$ cat src/rtl/tt_um_hoene_led_bit_decoder.sv
// Smart-LED bit decoder.
// Takes the de-glitched data line and measures each high pulse to classify it as
// a 0 or 1 bit. Bits are packed MSB-first into 24-bit pixel words, which are
// offered downstream over a valid/ready handshake. A long low gap ends the frame,
// and a high level lasting that long is treated as a line fault.
module tt_um_hoene_led_bit_decoder #(
  parameter int unsigned CNT_WIDTH     = 12,
  parameter int unsigned BIT_THRESHOLD = 30,
  parameter int unsigned RESET_CYCLES  = 2500
) (
  input  logic        clk,
  input  logic        rst,
  input  logic        in,
  output logic [23:0] data,
  output logic        data_valid,
  input  logic        data_ready,
  output logic        frame_end,
  output logic        in_sync,
  output logic        overrun
);

  // Line-tracking states.
  localparam logic [1:0] ST_SYNC = 2'd0;  // waiting for a reset-length low gap
  localparam logic [1:0] ST_GAP  = 2'd1;  // synchronised, idle low between frames
  localparam logic [1:0] ST_HIGH = 2'd2;  // measuring a high pulse
  localparam logic [1:0] ST_LOW  = 2'd3;  // measuring the low after a bit

  localparam logic [CNT_WIDTH-1:0] CNT_ONE    = {{(CNT_WIDTH-1){1'b0}}, 1'b1};
  localparam logic [CNT_WIDTH-1:0] CNT_MAX    = {CNT_WIDTH{1'b1}};
  localparam logic [CNT_WIDTH-1:0] GAP_LEN    = CNT_WIDTH'(RESET_CYCLES);
  localparam logic [CNT_WIDTH-1:0] ONE_LEN    = CNT_WIDTH'(BIT_THRESHOLD);
  localparam logic [4:0]           LAST_BIT   = 5'd23;

  logic [1:0]           state_q, state_d;
  logic [CNT_WIDTH-1:0] cnt_q, cnt_d;
  logic [4:0]           bit_cnt_q, bit_cnt_d;
  logic [22:0]          shift_q, shift_d;
  logic [23:0]          data_q, data_d;
  logic                 data_valid_q, data_valid_d;
  logic                 frame_end_q, frame_end_d;
  logic                 overrun_q, overrun_d;

  logic [CNT_WIDTH-1:0] cnt_inc;
  logic                 cnt_at_gap;
  logic                 bit_strobe;
  logic                 bit_value;
  logic                 word_done;

  // Saturating increment of the pulse/gap counter; the limit check uses the
  // post-increment value so a run of L samples is recognised on its L-th sample.
  always_comb begin
    cnt_inc    = (cnt_q == CNT_MAX) ? cnt_q : cnt_q + CNT_ONE;
    cnt_at_gap = (cnt_inc >= GAP_LEN);
  end

  // Line state machine: pulse measurement, bit classification, gap/fault detection.
  always_comb begin
    state_d     = state_q;
    cnt_d       = cnt_q;
    frame_end_d = 1'b0;
    bit_strobe  = 1'b0;
    bit_value   = 1'b0;
    case (state_q)
      ST_SYNC: begin
        if (in) begin
          cnt_d = '0;
        end else begin
          cnt_d = cnt_inc;
          if (cnt_at_gap) begin
            state_d = ST_GAP;
          end
        end
      end
      ST_GAP: begin
        if (in) begin
          cnt_d   = CNT_ONE;
          state_d = ST_HIGH;
        end
      end
      ST_HIGH: begin
        if (in) begin
          cnt_d = cnt_inc;
          if (cnt_at_gap) begin
            // Stuck-high line: drop back to hunting for a clean gap.
            cnt_d   = '0;
            state_d = ST_SYNC;
          end
        end else begin
          // cnt_q holds the full high length here, so classify on it directly.
          bit_strobe = 1'b1;
          bit_value  = (cnt_q >= ONE_LEN);
          cnt_d      = CNT_ONE;
          state_d    = ST_LOW;
        end
      end
      default: begin  // ST_LOW
        if (!in) begin
          cnt_d = cnt_inc;
          if (cnt_at_gap) begin
            frame_end_d = 1'b1;
            state_d     = ST_GAP;
          end
        end else begin
          cnt_d   = CNT_ONE;
          state_d = ST_HIGH;
        end
      end
    endcase
  end

  // Bit assembly into the shift register; a fault or frame gap discards the partial word.
  always_comb begin
    bit_cnt_d = bit_cnt_q;
    shift_d   = shift_q;
    word_done = bit_strobe && (bit_cnt_q == LAST_BIT);
    if ((state_q == ST_HIGH) && in && cnt_at_gap) begin
      bit_cnt_d = '0;
    end else if (frame_end_d) begin
      bit_cnt_d = '0;
    end else if (bit_strobe) begin
      if (word_done) begin
        bit_cnt_d = '0;
      end else begin
        bit_cnt_d = bit_cnt_q + 5'd1;
        shift_d   = {shift_q[21:0], bit_value};
      end
    end
  end

  // Output word handshake: load when the slot is free or being drained this cycle,
  // otherwise keep the held word and flag the loss.
  always_comb begin
    data_d       = data_q;
    data_valid_d = data_valid_q;
    overrun_d    = overrun_q;
    if (word_done) begin
      if (!data_valid_q || data_ready) begin
        data_d       = {shift_q, bit_value};
        data_valid_d = 1'b1;
      end else begin
        overrun_d = 1'b1;
      end
    end else if (data_valid_q && data_ready) begin
      data_valid_d = 1'b0;
    end
  end

  // State and output registers.
  always_ff @(posedge clk) begin
    if (rst) begin
      state_q      <= ST_SYNC;
      cnt_q        <= '0;
      bit_cnt_q    <= '0;
      shift_q      <= '0;
      data_q       <= '0;
      data_valid_q <= 1'b0;
      frame_end_q  <= 1'b0;
      overrun_q    <= 1'b0;
    end else begin
      state_q      <= state_d;
      cnt_q        <= cnt_d;
      bit_cnt_q    <= bit_cnt_d;
      shift_q      <= shift_d;
      data_q       <= data_d;
      data_valid_q <= data_valid_d;
      frame_end_q  <= frame_end_d;
      overrun_q    <= overrun_d;
    end
  end

  assign data       = data_q;
  assign data_valid = data_valid_q;
  assign frame_end  = frame_end_q;
  assign overrun    = overrun_q;
  assign in_sync    = (state_q != ST_SYNC);

endmodule

$ cat config.mk
export PLATFORM = sky130hd
export DESIGN_NAME = tt_um_hoene_led_bit_decoder
export DESIGN_NICKNAME = d
export VERILOG_FILES = /design/src/rtl/tt_um_hoene_led_bit_decoder.sv
export SDC_FILE = /design/constraint.sdc
export NUM_CORES = 1
export LEC_CHECK = 0
export ABC_CLOCK_PERIOD_IN_PS = 3700
export CAP_MARGIN = 10
export CORE_MARGIN = 2
export CORE_UTILIZATION = 50
export CTS_CLUSTER_DIAMETER = 150
export DETAILED_ROUTE_END_ITERATION = 10
export GPL_TIMING_DRIVEN = 0
export PLACE_DENSITY = 0.82
export SLEW_MARGIN = 40
export SYNTH_ARGS = -nofsm -noshare
export SYNTH_HDL_FRONTEND = slang
export SYNTH_SLANG_ARGS = --single-unit
$ cat constraint.sdc
create_clock -name clk -period 3.7 [get_ports clk]
set_input_delay 0.555 -clock clk [delete_from_list [all_inputs] [get_ports clk]]
set_output_delay 0.555 -clock clk [all_outputs]
set_load 0.01 [all_outputs]
Yosys cells after proc, flatten, opt, wreduce, memory -nomap -nowiden
Index checks and enable logic that the tools add are counted.

word-level totals
  RAM bits = 0
  bits of input ports = 4
  logic and storage cells = 65
  memories kept = 0
  output and inout bits = 28
  latch bits = 0
  memory bits (read-only) = 0
  flip-flop bits (word level) = 69

cells by class
  add/subtract/negate cells = 2
  mux-type cells = 25
  shift operators = 0
  reductions and logical operators = 16
  div/mod/pow operators = 0
  bitwise logic cells = 4
  eq/ne operators = 8
  multipliers = 0
  $lt $le $gt $ge = 2

operator list
  cell                                                                                   count
  12-bit 2-to-1 mux                                                                      6
  12-bit case mux with 3 select lines                                                    1
  12-bit by 1-bit adder with 12-bit output (second input constant)                       1
  12-bit equality test (second input constant)                                           1
  12-bit greater-or-equal comparator (second input constant)                             1
  12-bit by 5-bit greater-or-equal comparator with 1-bit output (second input constant)  1
  2-bit 2-to-1 mux                                                                       6
  1-bit 2-to-1 mux                                                                       10
  2-bit case mux with 3 select lines                                                     1
  2-bit AND reduction                                                                    3
  3-bit OR reduction                                                                     2
  5-bit by 1-bit adder with 5-bit output (second input constant)                         1
  5-bit equality test (second input constant)                                            1
  5-bit 2-to-1 mux                                                                       1
  1-bit logical AND                                                                      4
  2-bit != test (second input constant)                                                  2
  1-bit NOT                                                                              4
  4-bit AND reduction                                                                    1
  2-bit nonzero test                                                                     2
  3-bit != test (second input constant)                                                  1
  3-bit AND reduction                                                                    1
  2-bit by 1-bit equality test with 1-bit output (second input constant)                 1
  2-bit equality test (second input constant)                                            1
  2-bit logical NOT                                                                      1
  other kinds (3)                                                                        3

Longest topological paths before layout
  word-level depth = 8
  mapped depth = 11
  mapped depth without buffers = 9

Worst setup path before layout
OpenSTA, ideal clock, no wires.

  path type = reg2reg
  start = register cnt_q[1]
  end = register cnt_q[4]
  path buffers = 2
  arrival = 2168 ps
  path slack = 1414 ps
  setup time = 117 ps
  clock period less this slack = 2286 ps
  stages on the path, launching flop included = 11
  required time = 3583 ps
  path through = dfxtp_1 -> ha_1 -> buf_6 -> inv_1 -> nor3_1 -> a31oi_1 -> o21ai_0 -> o21ai_2 -> a41o_4 -> buf_8 -> a32o_1

on the way
  word-level cells in the longest chain between the ends = 6
  elaborated cells between the ends (all ways) = 9
  classes of those cells = add/sub: 1; order compare: 1; eq/ne: 1; mux: 6

ends and longest elaborated chain
  element                                                                           line  RTL
  start: declaration                                                                35    logic [CNT_WIDTH-1:0] cnt_q, cnt_d;
  start signal: assignment                                                          161   cnt_q <= cnt_d;
  12-bit by 1-bit adder with 12-bit output or 12-bit equality test (tied branches)  52    cnt_inc = (cnt_q == CNT_MAX) ? cnt_q : cnt_q + CNT_ONE;
  12-bit 2-to-1 mux *                                                               52
  12-bit greater-or-equal comparator                                                53    cnt_at_gap = (cnt_inc >= GAP_LEN);
  12-bit 2-to-1 mux                                                                 83    if (cnt_at_gap) begin
  12-bit 2-to-1 mux                                                                 81    if (in) begin
  12-bit case mux with 3 select lines *                                             63    case (state_q)

Mark *: on every way between the ends. The rest lies on a longest branch, timed or not.
A chain may end at the register's enable or synchronous reset.

Worst setup path in the final report
  start = register cnt_q[1]
  end = register cnt_q[11]

The elaborated chain is that of the path after synthesis.

==> flow_summary.json <==
{
  "status": "complete, no violations",
  "viasPerCell": 5.57,
  "p_leak_nw": 1.21,
  "pin_count": 32,
  "fin_nets": 439,
  "arrival_ps": 2880,
  "yosys.area.top_type_share_pct": 45.4,
  "die_h_um": 82.0,
  "worstSetupEndpointType": "register",
  "insertion_delay_ps": 350,
  "layout_commonest_cell": "nand2_1",
  "post_cts_resized": 0,
  "hp-class": "in -> reg",
  "synth_area_leaders": "dfxtp_1 (45%), nand2_1 (13%), a21oi_1 (11%)",
  "worst_slew_pin_slew_ps": 695,
  "wirelength_mm": 7.14,
  "grt_pass1_vias": 2547,
  "core_um2": 5890,
  "rows": 28,
  "numCtsBuffers": 9,
  "finalCritPeriodShare_pct": 72.0,
  "rsz0062_at_grt": "false",
  "crit_path_start_kind": "register",
  "worst-path-max-fanout": 10,
  "grt_max_degree": 13,
  "fin_crit_ps": 2660,
  "yosysUniqueCellTypes": 47,
  "relSlewSlack_pct": 53.3,
  "drive_gt1_share_pct": 7.80,
  "clk_pin_slew_worst_paths_ps": 70,
  "p_per_area_nw_per_um2": 419,
  "hold_slack_ps": 418,
  "clock_skew_ps": 11.4,
  "firstDrtPassIters": 5,
  "finalSetupViolCount": 0,
  "htree_num_levels": 3,
  "slew_violations": 0,
  "synth_nets": 399,
  "design.die.area_um2": 6720,
  "crit_type": "reg -> reg",
  "ys_ff_latch": 69,
  "root_buffer": "clkbuf_8",
  "dp_hpwl_mm": 4.86,
  "ir_worst_vdd_uv": 319,
  "yosys_warnings": 0,
  "cts.sinks": 69,
  "die_x_um": 82.0,
  "required_ps": 3920,
  "cap_viol_max_count": 0,
  "grt_first_pass_wirelength_mm": 11.6,
  "areaGrowthSynthToFinish_pct": 20.4,
  "syn_inst": 392,
  "fin_setup_tns_ps": 0,
  "crit_buf_inv": 3,
  "max_stage_delay_ps": 460,
  "diodes": 0,
  "grt_antenna_before_repair": 0,
  "cts.path.max_buffers": 2,
  "synth.avg_cell_area_um2": 7.76,
  "portBuffers": 29,
  "finalPower_mw": 1.53,
  "ant_nets": 0,
  "cp_slowest_cell": "dfxtp_1",
  "gp_congestion": 0.901,
  "hold_viol": 0,
  "grt_use_total_pct": 22.8,
  "postCtsSetupBuffers": 0,
  "synth_top_cell_by_area": "dfxtp_1",
  "first_iter_violations": 181,
  "worstPathCellList": "ha_1 -> buf_6 -> inv_1 -> nor3_1 -> a31oi_1 -> o21ai_0 -> o21ai_2 -> a41o_4 -> buf_8 -> a22oi_1 -> nor2_1",
  "start_util_pct": 51.7,
  "drc_errors": 0,
  "layout_common_cells": "nand2_1 (109), dfxtp_1 (69), a21oi_1 (65), clkdlybuf4s50_1 (29), nor2_1 (23)",
  "critPathTopFamily": "compound AO/OA/AOI/OAI gates",
  "postCtsHoldBufs": 0,
  "vias": 2844,
  "syn_area_um2": 3040,
  "cts_tree": "done",
  "synth_seq_area_share_pct": 45.4,
  "max_freq_mhz": 375,
  "wl_per_cell_um": 14.0,
  "grt-ovfl-total": 0
}
-- where the power goes --
group	switching, mW	internal (mW)	total [mW]
combinational	0.0309	0.0192	0.0501
sequential	0.00644	0.746	0.753
clock	0.287	0.445	0.732
-- flip-flops by register name, summed over array words and instances (netlist names) --
register and cells:
bit_cnt_q 5, data_valid 1, frame_end 1, data 24, overrun 1, state_q 2
shift_q 23, cnt_q 12
-- area by class of cell --
class / instances / area (um2)
plain buffers: 27 / 179
clock buffers: 9 / 124
clock inverters: 6 / 113
fillers: 509 / 2220
inverters: 7 / 26.3
multi-input cells: 289 / 1450
flip-flops and latches: 69 / 1380
well taps: 75 / 93.8
repair buffers: 29 / 290
-- kinds of logic (layout without fill, tap and decap cells) --
kind of cell,count (synthesis),after routing,synth area share (%)
AOI/OAI and AO/OA,97,97,18.4
xor gates and xnor gates,5,5,1.44
adders and majority gates,3,3,1.23
buffers and inverters,34,78,6.75
DFF,69,69,45.4
muxes,1,1,0.329
and+or+nand+nor,183,183,26.4
-- path summary, 6_finish.rpt --
kind	cells past startpoint	slack [ps]	end	startpoint
min	2	420	state_q[0]$_SDFFE_PP0P_	in
max reg2reg	11	1040	cnt_q[11]$_SDFFE_PP0P_	cnt_q[1]$_SDFFE_PP0P_
min reg2reg	2	450	data[22]$_SDFFE_PP0P_	data[22]$_SDFFE_PP0P_
max	11	1040	cnt_q[11]$_SDFFE_PP0P_	cnt_q[1]$_SDFFE_PP0P_
-- synthesized netlist by cell type (all sizes together) --
| cell type | number |
|---|---|
| o311ai | 1 |
| o32a | 1 |
| o21ai | 11 |
| mux2i | 1 |
| nand2 | 109 |
| xor2 | 3 |
| o41ai | 1 |
| a41o | 1 |
| a41oi | 3 |
| nor2b | 1 |
| nand3 | 15 |
| nand2b | 3 |
| o211ai | 2 |
| ha | 3 |
| dlygate4sd1 | 1 |
| nor4b | 1 |
| or3b | 1 |
| nor2 | 23 |
| a31oi | 5 |
| dfxtp | 69 |
| and2 | 1 |
| and4 | 2 |
| a21oi | 65 |
| buf | 8 |
| xnor2 | 2 |
| and3 | 4 |
| o31ai | 1 |
| a22oi | 1 |
| inv | 7 |
| nor4 | 3 |
| a32o | 1 |
| nand4 | 3 |
| clkbuf | 18 |
| or3 | 3 |
| nor3 | 13 |
| a211oi | 4 |
| nor3b | 1 |
-- routing by layer --
metal	GRT usage [%]	share of wire, %	vias up
li1	-	-	1420
met1	29.4	46	1337
met2	36.6	48	77
met3	3.96	4.4	10
met4	11.2	1.8	0
met5	0	0	-
-- per-stage QoR --
step,std cells,instance area (um2),setup slack (ps),util (%)
finish,511,3660,1040,62.2
global route,511,3660,766,62.2
CTS,511,3660,1070,62.2
detailed placement,496,3420,1120,58.2
global placement,496,3420,1070,58.2
floorplan,392,3040,1410,-
(Power assumes the default switching activity.)
